### src/rtl/wb_arbiter_pkg.sv
// Shared types and helpers for the two-port Wishbone memory arbiter.
// State and grant encodings, wait-counter sizing and the round-robin pick rule.
package wb_arbiter_pkg;

  typedef enum logic [1:0] {
    IDLE    = 2'd0,
    GRANT_I = 2'd1,
    GRANT_D = 2'd2
  } arb_state_e;

  typedef enum logic {
    GRANT_INSTR = 1'b0,
    GRANT_DATA  = 1'b1
  } grant_e;

  // A limit of zero still needs a one-bit counter so the port list stays legal.
  function automatic int unsigned wait_cnt_width(input int unsigned limit);
    int unsigned w;
    if (limit == 32'd0) begin
      w = 32'd1;
    end else begin
      w = $clog2(limit + 32'd1);
    end
    return w;
  endfunction

  function automatic grant_e rr_pick(input logic instr_req, input logic data_req,
                                     input grant_e last);
    grant_e pick;
    if (instr_req && data_req) begin
      if (last == GRANT_DATA) begin
        pick = GRANT_INSTR;
      end else begin
        pick = GRANT_DATA;
      end
    end else if (instr_req) begin
      pick = GRANT_INSTR;
    end else begin
      pick = GRANT_DATA;
    end
    return pick;
  endfunction

endpackage

### src/rtl/wb_timeout_counter.sv
// Wait-state counter for one arbitrated transaction.
// Saturates at all ones; a zero limit never expires.
module wb_timeout_counter #(
  parameter int unsigned CNT_W = 10
) (
  input  logic             clk,
  input  logic             rst,
  input  logic             clear_i,
  input  logic             enable_i,
  input  logic [CNT_W-1:0] limit_i,
  output logic             expired_o
);

  logic [CNT_W-1:0] count_q;
  logic [CNT_W-1:0] count_d;

  // Next count: clear wins over increment, increment stops at saturation.
  always_comb begin
    count_d = count_q;
    if (clear_i) begin
      count_d = {CNT_W{1'b0}};
    end else if (enable_i && (count_q != {CNT_W{1'b1}})) begin
      count_d = count_q + CNT_W'(1'b1);
    end else begin
      count_d = count_q;
    end
  end

  // Count register.
  always_ff @(posedge clk or posedge rst) begin
    if (rst) begin
      count_q <= {CNT_W{1'b0}};
    end else begin
      count_q <= count_d;
    end
  end

  assign expired_o = (limit_i != {CNT_W{1'b0}}) && (count_q >= limit_i);

endmodule

### src/rtl/wb_mem_arbiter.sv
// Round-robin arbiter sharing one Wishbone memory master between an instruction
// (read-only) port and a data port, with an optional per-transaction wait timeout.
module wb_mem_arbiter
  import wb_arbiter_pkg::*;
#(
  parameter int unsigned ADDR_WIDTH     = 32,
  parameter int unsigned DATA_WIDTH     = 32,
  parameter int unsigned TIMEOUT_CYCLES = 1023
) (
  input  logic                    clk,
  input  logic                    rst,
  input  logic                    i_cyc_i,
  input  logic                    i_stb_i,
  input  logic [ADDR_WIDTH-1:0]   i_addr_i,
  output logic [DATA_WIDTH-1:0]   i_data_o,
  output logic                    i_ack_o,
  input  logic                    d_cyc_i,
  input  logic                    d_stb_i,
  input  logic                    d_we_i,
  input  logic [DATA_WIDTH/8-1:0] d_sel_i,
  input  logic [ADDR_WIDTH-1:0]   d_addr_i,
  input  logic [DATA_WIDTH-1:0]   d_data_i,
  output logic [DATA_WIDTH-1:0]   d_data_o,
  output logic                    d_ack_o,
  output logic                    m_cyc_o,
  output logic                    m_stb_o,
  output logic                    m_we_o,
  output logic [DATA_WIDTH/8-1:0] m_sel_o,
  output logic [ADDR_WIDTH-1:0]   m_addr_o,
  output logic [DATA_WIDTH-1:0]   m_data_o,
  input  logic [DATA_WIDTH-1:0]   m_data_i,
  input  logic                    m_ack_i,
  output logic                    timeout_o
);

  localparam int unsigned SEL_W = DATA_WIDTH / 8;
  localparam int unsigned CNT_W = wait_cnt_width(TIMEOUT_CYCLES);

  arb_state_e             state_q;
  grant_e                 last_grant_q;
  logic [ADDR_WIDTH-1:0]  addr_q;
  logic                   we_q;
  logic [SEL_W-1:0]       sel_q;
  logic [DATA_WIDTH-1:0]  wdata_q;

  logic   instr_req;
  logic   data_req;
  logic   busy;
  logic   owner_cyc;
  logic   abort;
  logic   mem_done;
  logic   timed_out;
  logic   xfer_end;
  logic   expired;
  grant_e winner;

  assign instr_req = i_cyc_i & i_stb_i;
  assign data_req  = d_cyc_i & d_stb_i;
  assign busy      = (state_q != IDLE);
  assign winner    = rr_pick(instr_req, data_req, last_grant_q);

  // Cycle line of whichever requester currently owns the bus.
  always_comb begin
    owner_cyc = 1'b0;
    case (state_q)
      GRANT_I: owner_cyc = i_cyc_i;
      GRANT_D: owner_cyc = d_cyc_i;
      default: owner_cyc = 1'b0;
    endcase
  end

  // A dropped cycle line beats both ack and timeout; a real ack beats timeout.
  assign abort     = busy & ~owner_cyc;
  assign mem_done  = busy & owner_cyc & m_ack_i;
  assign timed_out = busy & owner_cyc & ~m_ack_i & expired;
  assign xfer_end  = mem_done | timed_out;

  wb_timeout_counter #(
    .CNT_W (CNT_W)
  ) u_wait_cnt (
    .clk       (clk),
    .rst       (rst),
    .clear_i   (~busy),
    .enable_i  (busy & ~m_ack_i),
    .limit_i   (CNT_W'(TIMEOUT_CYCLES)),
    .expired_o (expired)
  );

  // Requester responses: data is only visible in the ack cycle, zero on timeout.
  always_comb begin
    i_ack_o  = 1'b0;
    i_data_o = {DATA_WIDTH{1'b0}};
    d_ack_o  = 1'b0;
    d_data_o = {DATA_WIDTH{1'b0}};
    if (state_q == GRANT_I) begin
      i_ack_o  = xfer_end;
      i_data_o = mem_done ? m_data_i : {DATA_WIDTH{1'b0}};
    end else if (state_q == GRANT_D) begin
      d_ack_o  = xfer_end;
      d_data_o = mem_done ? m_data_i : {DATA_WIDTH{1'b0}};
    end else begin
      i_ack_o = 1'b0;
      d_ack_o = 1'b0;
    end
  end

  // Arbitration FSM; latches are cleared on exit so master outputs read 0 in IDLE.
  always_ff @(posedge clk or posedge rst) begin
    if (rst) begin
      state_q      <= IDLE;
      last_grant_q <= GRANT_DATA;
      addr_q       <= {ADDR_WIDTH{1'b0}};
      we_q         <= 1'b0;
      sel_q        <= {SEL_W{1'b0}};
      wdata_q      <= {DATA_WIDTH{1'b0}};
    end else begin
      case (state_q)
        IDLE: begin
          if (instr_req || data_req) begin
            last_grant_q <= winner;
            if (winner == GRANT_INSTR) begin
              state_q <= GRANT_I;
              addr_q  <= i_addr_i;
              we_q    <= 1'b0;
              sel_q   <= {SEL_W{1'b1}};
              wdata_q <= {DATA_WIDTH{1'b0}};
            end else begin
              state_q <= GRANT_D;
              addr_q  <= d_addr_i;
              we_q    <= d_we_i;
              sel_q   <= d_sel_i;
              wdata_q <= d_data_i;
            end
          end
        end
        GRANT_I, GRANT_D: begin
          if (abort || xfer_end) begin
            state_q <= IDLE;
            addr_q  <= {ADDR_WIDTH{1'b0}};
            we_q    <= 1'b0;
            sel_q   <= {SEL_W{1'b0}};
            wdata_q <= {DATA_WIDTH{1'b0}};
          end
        end
        default: begin
          state_q <= IDLE;
          addr_q  <= {ADDR_WIDTH{1'b0}};
          we_q    <= 1'b0;
          sel_q   <= {SEL_W{1'b0}};
          wdata_q <= {DATA_WIDTH{1'b0}};
        end
      endcase
    end
  end

  assign m_cyc_o   = busy;
  assign m_stb_o   = busy;
  assign m_we_o    = we_q;
  assign m_sel_o   = sel_q;
  assign m_addr_o  = addr_q;
  assign m_data_o  = wdata_q;
  assign timeout_o = timed_out;

endmodule

### config.mk
export PLATFORM = sky130hd
export DESIGN_NAME = wb_mem_arbiter
export DESIGN_NICKNAME = d
export VERILOG_FILES = /design/src/rtl/wb_arbiter_pkg.sv /design/src/rtl/wb_timeout_counter.sv /design/src/rtl/wb_mem_arbiter.sv
export SDC_FILE = /design/constraint.sdc
export NUM_CORES = 1
export LEC_CHECK = 0
export BUFFER_PORTS_ARGS = -buffer_cell sky130_fd_sc_hd__buf_2
export CAP_MARGIN = 20
export CORE_MARGIN = 3
export CORE_UTILIZATION = 35
export DETAILED_ROUTE_END_ITERATION = 10
export PLACE_DENSITY = 0.69
export RECOVER_POWER = 25
export SETUP_SLACK_MARGIN = 0.15
export SYNTH_ARGS = -nofsm -noshare
export SYNTH_HDL_FRONTEND = slang
export SYNTH_SLANG_ARGS = --single-unit
### constraint.sdc
create_clock -name clk -period 2.6 [get_ports clk]
set_input_delay 0.26 -clock clk [delete_from_list [all_inputs] [get_ports clk]]
set_output_delay 0.26 -clock clk [all_outputs]
set_load 0.01 [all_outputs]
After elaboration in Yosys (flattened, before gate mapping)
Cells that the tools add are included.
W data, S select, Z words.
{"block": "classes", "n_addsub": 1, "multipliers": 0, "n_div": 0, "magnitude_cmp": 1, "n_eq_ne": 6, "shifts": 0, "mux": 32, "n_bitwise": 11, "n_reduce_logical": 9}
{"cell": "$mux W32", "count": 9}
{"cell": "$pmux W32 S2", "count": 2}
{"cell": "$mux W10", "count": 2}
{"cell": "$mux W4", "count": 3}
{"cell": "$add A10 B1 Y10 const B", "count": 1}
{"cell": "$ge A10 B10 Y1 const B", "count": 1}
{"cell": "$ne A10 B10 Y1 const B", "count": 1}
{"cell": "$mux W1", "count": 9}
{"cell": "$and A1 B1 Y1", "count": 8}
{"cell": "$pmux W4 S2", "count": 1}
{"cell": "$mux W2", "count": 3}
{"cell": "$ne A2 B2 Y1 const B", "count": 2}
{"cell": "$pmux W1 S2", "count": 2}
{"cell": "$pmux W2 S2", "count": 1}
{"cell": "$reduce_and A2 Y1", "count": 2}
{"cell": "$eq A2 B1 Y1 const B", "count": 1}
{"cell": "$eq A2 B2 Y1 const B", "count": 1}
{"cell": "$logic_and A1 B1 Y1", "count": 2}
{"cell": "$logic_not A2 Y1", "count": 1}
{"cell": "$logic_or A1 B1 Y1", "count": 2}
{"cell": "$ne A2 B1 Y1 const B", "count": 1}
{"cell": "$not A1 Y1", "count": 2}
{"cell": "$reduce_bool A2 Y1", "count": 1}
{"cell": "$reduce_or A2 Y1", "count": 1}
{"cell": "$or A1 B1 Y1", "count": 1}
{"block": "totals", "register_bits": 82, "latchBits": 0, "ram_bits": 0, "mem_bits_ro": 0, "in_bits": 140, "output_inout_bits": 138, "n_memories": 0}

Depth between registers and ports, before layout
{"block": "depth", "depth_word": 9, "ltp_mapped": 8, "mapped_depth_nobuf": 6}

Hierarchy
Synthesis repeated with hierarchy kept, for this count alone.
{"block": "hier_totals", "hier_cells": 470, "area_unflattened_um2": 4778.3}
{"module": "wb_mem_arbiter", "instances": 1, "cells_per_inst": 376, "area_each_um2": 3938.8, "seq_area_each_um2": 1803.0}
{"module": "wb_timeout_counter", "instances": 1, "cells_per_inst": 94, "area_each_um2": 839.6, "seq_area_each_um2": 250.2}

Worst setup path before layout
Ideal clock, no wire load.
{"block": "synth_timing", "kind": "flip-flop to output port", "start": "register state_q[0]", "end": "output d_data_o[10]", "arrival_ns": 1.705, "t_required_ns": 2.340, "setup_slack_ns": 0.635, "stages_incl_launch_ff": 8, "cell_sequence": "dfrtp_1 -> inv_1 -> ha_1 -> buf_2 -> nand2b_1 -> nor4_1 -> clkbuf_1 -> and2_1"}
{"block": "synth_via", "elab_chain_len": 7, "word_cells_on_any_way": 9, "cone_classes": "eq/ne (2); mux (4); bitwise (2); reduce/logical (1)"}
{"item": "start, declared", "line": "wb_mem_arbiter.sv:39", "text": "arb_state_e state_q;"}
{"item": "start signal, assigned", "line": "wb_mem_arbiter.sv:110", "text": "state_q <= IDLE;"}
{"item": "start signal, assigned", "line": "wb_mem_arbiter.sv:122", "text": "state_q <= GRANT_I;"}
{"item": "start signal, assigned", "line": "wb_mem_arbiter.sv:128", "text": "state_q <= GRANT_D;"}
{"item": "$eq A2 B2 Y1 or $eq A2 B1 Y1 (tied branches)", "line": "wb_mem_arbiter.sv:65, wb_mem_arbiter.sv:98, wb_mem_arbiter.sv:95"}
{"item": "$pmux W1 S2", "line": "wb_mem_arbiter.sv:65", "text": "case (state_q)"}
{"item": "$and A1 B1 Y1 (2 in a row)", "line": "wb_mem_arbiter.sv:74", "text": "assign mem_done = busy & owner_cyc & m_ack_i;"}
{"item": "$mux W32", "line": "wb_mem_arbiter.sv:100", "text": "d_data_o = mem_done ? m_data_i : {DATA_WIDTH{1'b0}};"}
{"item": "$mux W32", "line": "wb_mem_arbiter.sv:98", "text": "end else if (state_q == GRANT_D) begin"}
{"item": "$mux W32 (*)", "line": "wb_mem_arbiter.sv:95", "text": "if (state_q == GRANT_I) begin"}
{"item": "end, declared", "line": "wb_mem_arbiter.sv:23", "text": "output logic [DATA_WIDTH-1:0] d_data_o,"}
Every way passes the cells marked *; elsewhere a longest branch is shown, timed or not.

Final worst setup path
{"block": "layout_timing", "start": "register state_q[0]", "end": "output i_data_o[0]"}
{"block": "layout_via", "elab_chain_len": 6, "word_cells_on_any_way": 8, "cone_classes": "eq/ne (2); mux (3); bitwise (2); reduce/logical (1)"}
{"item": "$eq A2 B2 Y1 or $eq A2 B1 Y1 (tied branches)", "line": "wb_mem_arbiter.sv:65, wb_mem_arbiter.sv:95"}
{"item": "$pmux W1 S2", "line": "wb_mem_arbiter.sv:65"}
{"item": "$and A1 B1 Y1 (2 in a row)", "line": "wb_mem_arbiter.sv:74"}
{"item": "$mux W32", "line": "wb_mem_arbiter.sv:97", "text": "i_data_o = mem_done ? m_data_i : {DATA_WIDTH{1'b0}};"}
{"item": "$mux W32 (*)", "line": "wb_mem_arbiter.sv:95"}
{"item": "end, declared", "line": "wb_mem_arbiter.sv:15", "text": "output logic [DATA_WIDTH-1:0] i_data_o,"}
Marks and branches as above.

==> results.md <==
- Slowest cell on crit path: dfrtp_1
- Async SR Flop Fraction: 100%
- Slew headroom: -7.72%
- Violated checks: capacitance limit, slew limit
- Syn avg cell area: 11.6 sq um
- First-pass GRT wire length: between 15000 and 20000 um
- Top area cells in the synthesized netlist: dfrtp_1 (50%), and2_1 (9.8%), mux2i_1 (8.3%)
- Worst Setup End Kind: output port
- Synthesized instance count: 353
- Routed length per instance: 16.3 um
- Clock buffer depth: 2
- Pwr Density: 833 mW/mm^2
- Ports: 278
- Reg area: 0.00205 sq mm
- Clock Skew: around 7.6 ps
- Number of global-route vias before repair: between 3000 and 4000
- Largest net degree at the start of global routing: 47
- Max Freq: approximately 430 MHz
- Hold slack: between 100 and 150 ps
- Post-synth cell types: 45
- Hold Crit Start: d_data_i[22]
- Synth top cells by count: dfrtp_1 (81), and2_1 (64), o2bb2ai_1 (36)
- 1st-iter DRT viols: 96
- IO Port Bufs: 277
- Multi-input gate area: 0.00188 sq mm
- Most common flop cell mapped by yosys: dfrtp_1
- Ordered cell list for the critical path: inv_1 -> ha_1 -> nand2b_1 -> nor2_2 -> and3_4 -> and2_1 -> buf_2
- Worst-Margin Slew: 1610 ps
- Layout cells sized above 1: 49.9%
- Critical Path RT: 2340 ps
- # clock sinks: 82
- Nets: 767
- Clk slew on worst S/H paths: 70 ps
- Starting density of the core: a little under two fifths
- Die H: approximately 110 um
- Post-Route WL: 12500 um
- Syn nets: 498
- Post-synthesis sequential area ratio: 50.2%
- RePlAce Congestion: 0.880
- CP Launch Type: register
- Vias per cell: 4.97
- Fin crit share: 89.9%
- Crit Path Max Fanout: 16
- Site Rows: 38
- Worst path arrival time: 2080 ps
- Post-synth EDFFs: 0
- Global Route Usage Sum: ~18%
- Dpl hpwl: 9640 um
- Worst Path Buf+Inv: 2
- Post-CTS Repair Setup Buffers: 0
- Die width: 114 um
- Period minus WS final: 2340 ps
- # setup viols final: 0
- Worst-Skew Late Latency: ~330 ps
- Post-CTS Hold Buffers: 0
- FILL cells: 976
- Vias post-DR: 3820
- Worst min-delay path class: in -> reg
- Worst vdd ir: 0.398 mV
- Yosys warnings: 0
- Critical Path Start: state_q[0]$_DFFE_PP0P_
- Clk root buf: clkbuf_16
- Status: finished with violations
- DRC: 0
- H-Tree Depth: 3
- Area growth, synth to finish: 44.2%
- Max_cap viols: 1
- CTS tree: done
- Util after Layout: 53.0%
- Cell Area, Synth: 0.00409 sq mm
- Largest stage delay, worst path: 400 ps
- ANT nets after route: 0
- Total grt overflow: 0
- Reg2reg start: state_q[0]$_DFFE_PP0P_
- Antenna violations before repair: 1
- DRT Pass-1 Iters: 4
- Fin Setup TNS: 0 ps
- Final Max Slew Viols: 38
- Leak Pwr: 0.00327 uW
- Synth area leader: dfrtp_1
- Register bit total from synthesis: just over 80
- Top cell type's share of synthesized area: 49.6%
- Most common cell in the synthesized netlist: dfrtp_1
- TritonCTS Buffers: 9
- Core region area: 0.0111 sq mm
- RSZ-0062 raised after global routing: yes
- Setup CP Type: reg -> out
- Fin area: 0.00589 sq mm
- Final hold vios: 0
- Post-DP Area: 0.00557 sq mm
- Critical path's top delay family: simple AND/OR/NAND/NOR gates
- Die ar.: roughly 0.013 sq mm
[report_power, final]
group / switching (uW) / internal (uW) / leakage [uW]
registers: 222 / 1660 / 0.00110
clock network: 537 / 762 / 0.000149
logic: 1000 / 728 / 0.00202
[registers in the layout, indices dropped and copies added (netlist names)]
| register | count |
|---|---|
| m_data_o | 32 |
| u_wait_cnt.count_q | 10 |
| last_grant_q | 1 |
| m_sel_o | 4 |
| m_addr_o | 32 |
| state_q | 2 |
| m_we_o | 1 |
[final cells by class]
type                    instances  share of cell area, %
flip-flops and latches         82                   34.8
repair buffers                284                   24.4
diodes                          1                 0.0425
clock buffers                   9                   3.82
well taps                     140                   2.97
clock inverters                 7                   1.42
inverters                       9                  0.594
multi-input cells             236                   31.9
[placed cells by master (no fill, tap or decap), drive strengths merged, types with 2 or more instances in the layout]
master,n
buf,282
dfrtp,81
and2,64
o2bb2ai,36
mux2i,34
a22o,33
nor2,15
inv,12
clkbuf,11
nand2,6
ha,5
nor3,4
and3,4
a31oi,2
xnor2,2
a21oi,2
xor2,2
o211ai,2
nand4,2
nand3,2
a22oi,2
a311oi,2
nor4,2
clkinvlp,2
[worst paths after layout]
kind                                                     end  depth (start not counted)  slack, ps
setup / recovery                                 i_data_o[0]                          7        260
hold / removal                      m_data_o[22]$_DFFE_PP0P_                          2        140
setup reg to reg                     m_data_o[6]$_DFFE_PP0P_                          6        470
hold reg to reg                      m_addr_o[2]$_DFFE_PP0P_                          1        490
max in group asynchronous  u_wait_cnt.count_q[3]$_DFFE_PP0P_                          3        620
min in group asynchronous           m_addr_o[29]$_DFFE_PP0P_                          2        280
[cell families (layout without fill, tap and decap cells)]
kind of cell	Yosys count	after routing	synth area share (%)
AND/OR/NAND/NOR	103	104	15.1
AO/OA/AOI/OAI	89	89	19.0
flip-flops	82	82	50.2
buffers and inverters	36	309	4.96
multiplexers	34	34	8.32
adder cells (fa/ha/maj)	5	5	1.53
XOR/XNOR	4	4	0.857
other	0	1	0
[repair_timing]
action / in CTS / in global routing
endpoints found under the setup margin: 32 / 33
pin swaps: 0 / 1
gates cloned: 0 / 1
resized for setup: 3 / 3
[through the flow]
stage / total power (uW) / setup slack (ps) / instances
detailed placement: 3640 / 237 / 750
global route: 5220 / 110 / 768
CTS: 4970 / 238 / 766
global placement: 3600 / 438 / 750
finish: 4910 / 263 / 768
floorplan: 2990 / 233 / 353
[routing by layer]
layer	up-vias	wire (um)	global-route usage, %	part of all wire (%)
met5	-	0	0	0
met4	0	278	7.21	2.2
met3	14	1000	3.70	8.0
met2	184	6390	32.3	51
met1	1806	4840	22.2	39
li1	1816	-	-	-
Power figures use the tool's default switching activity.
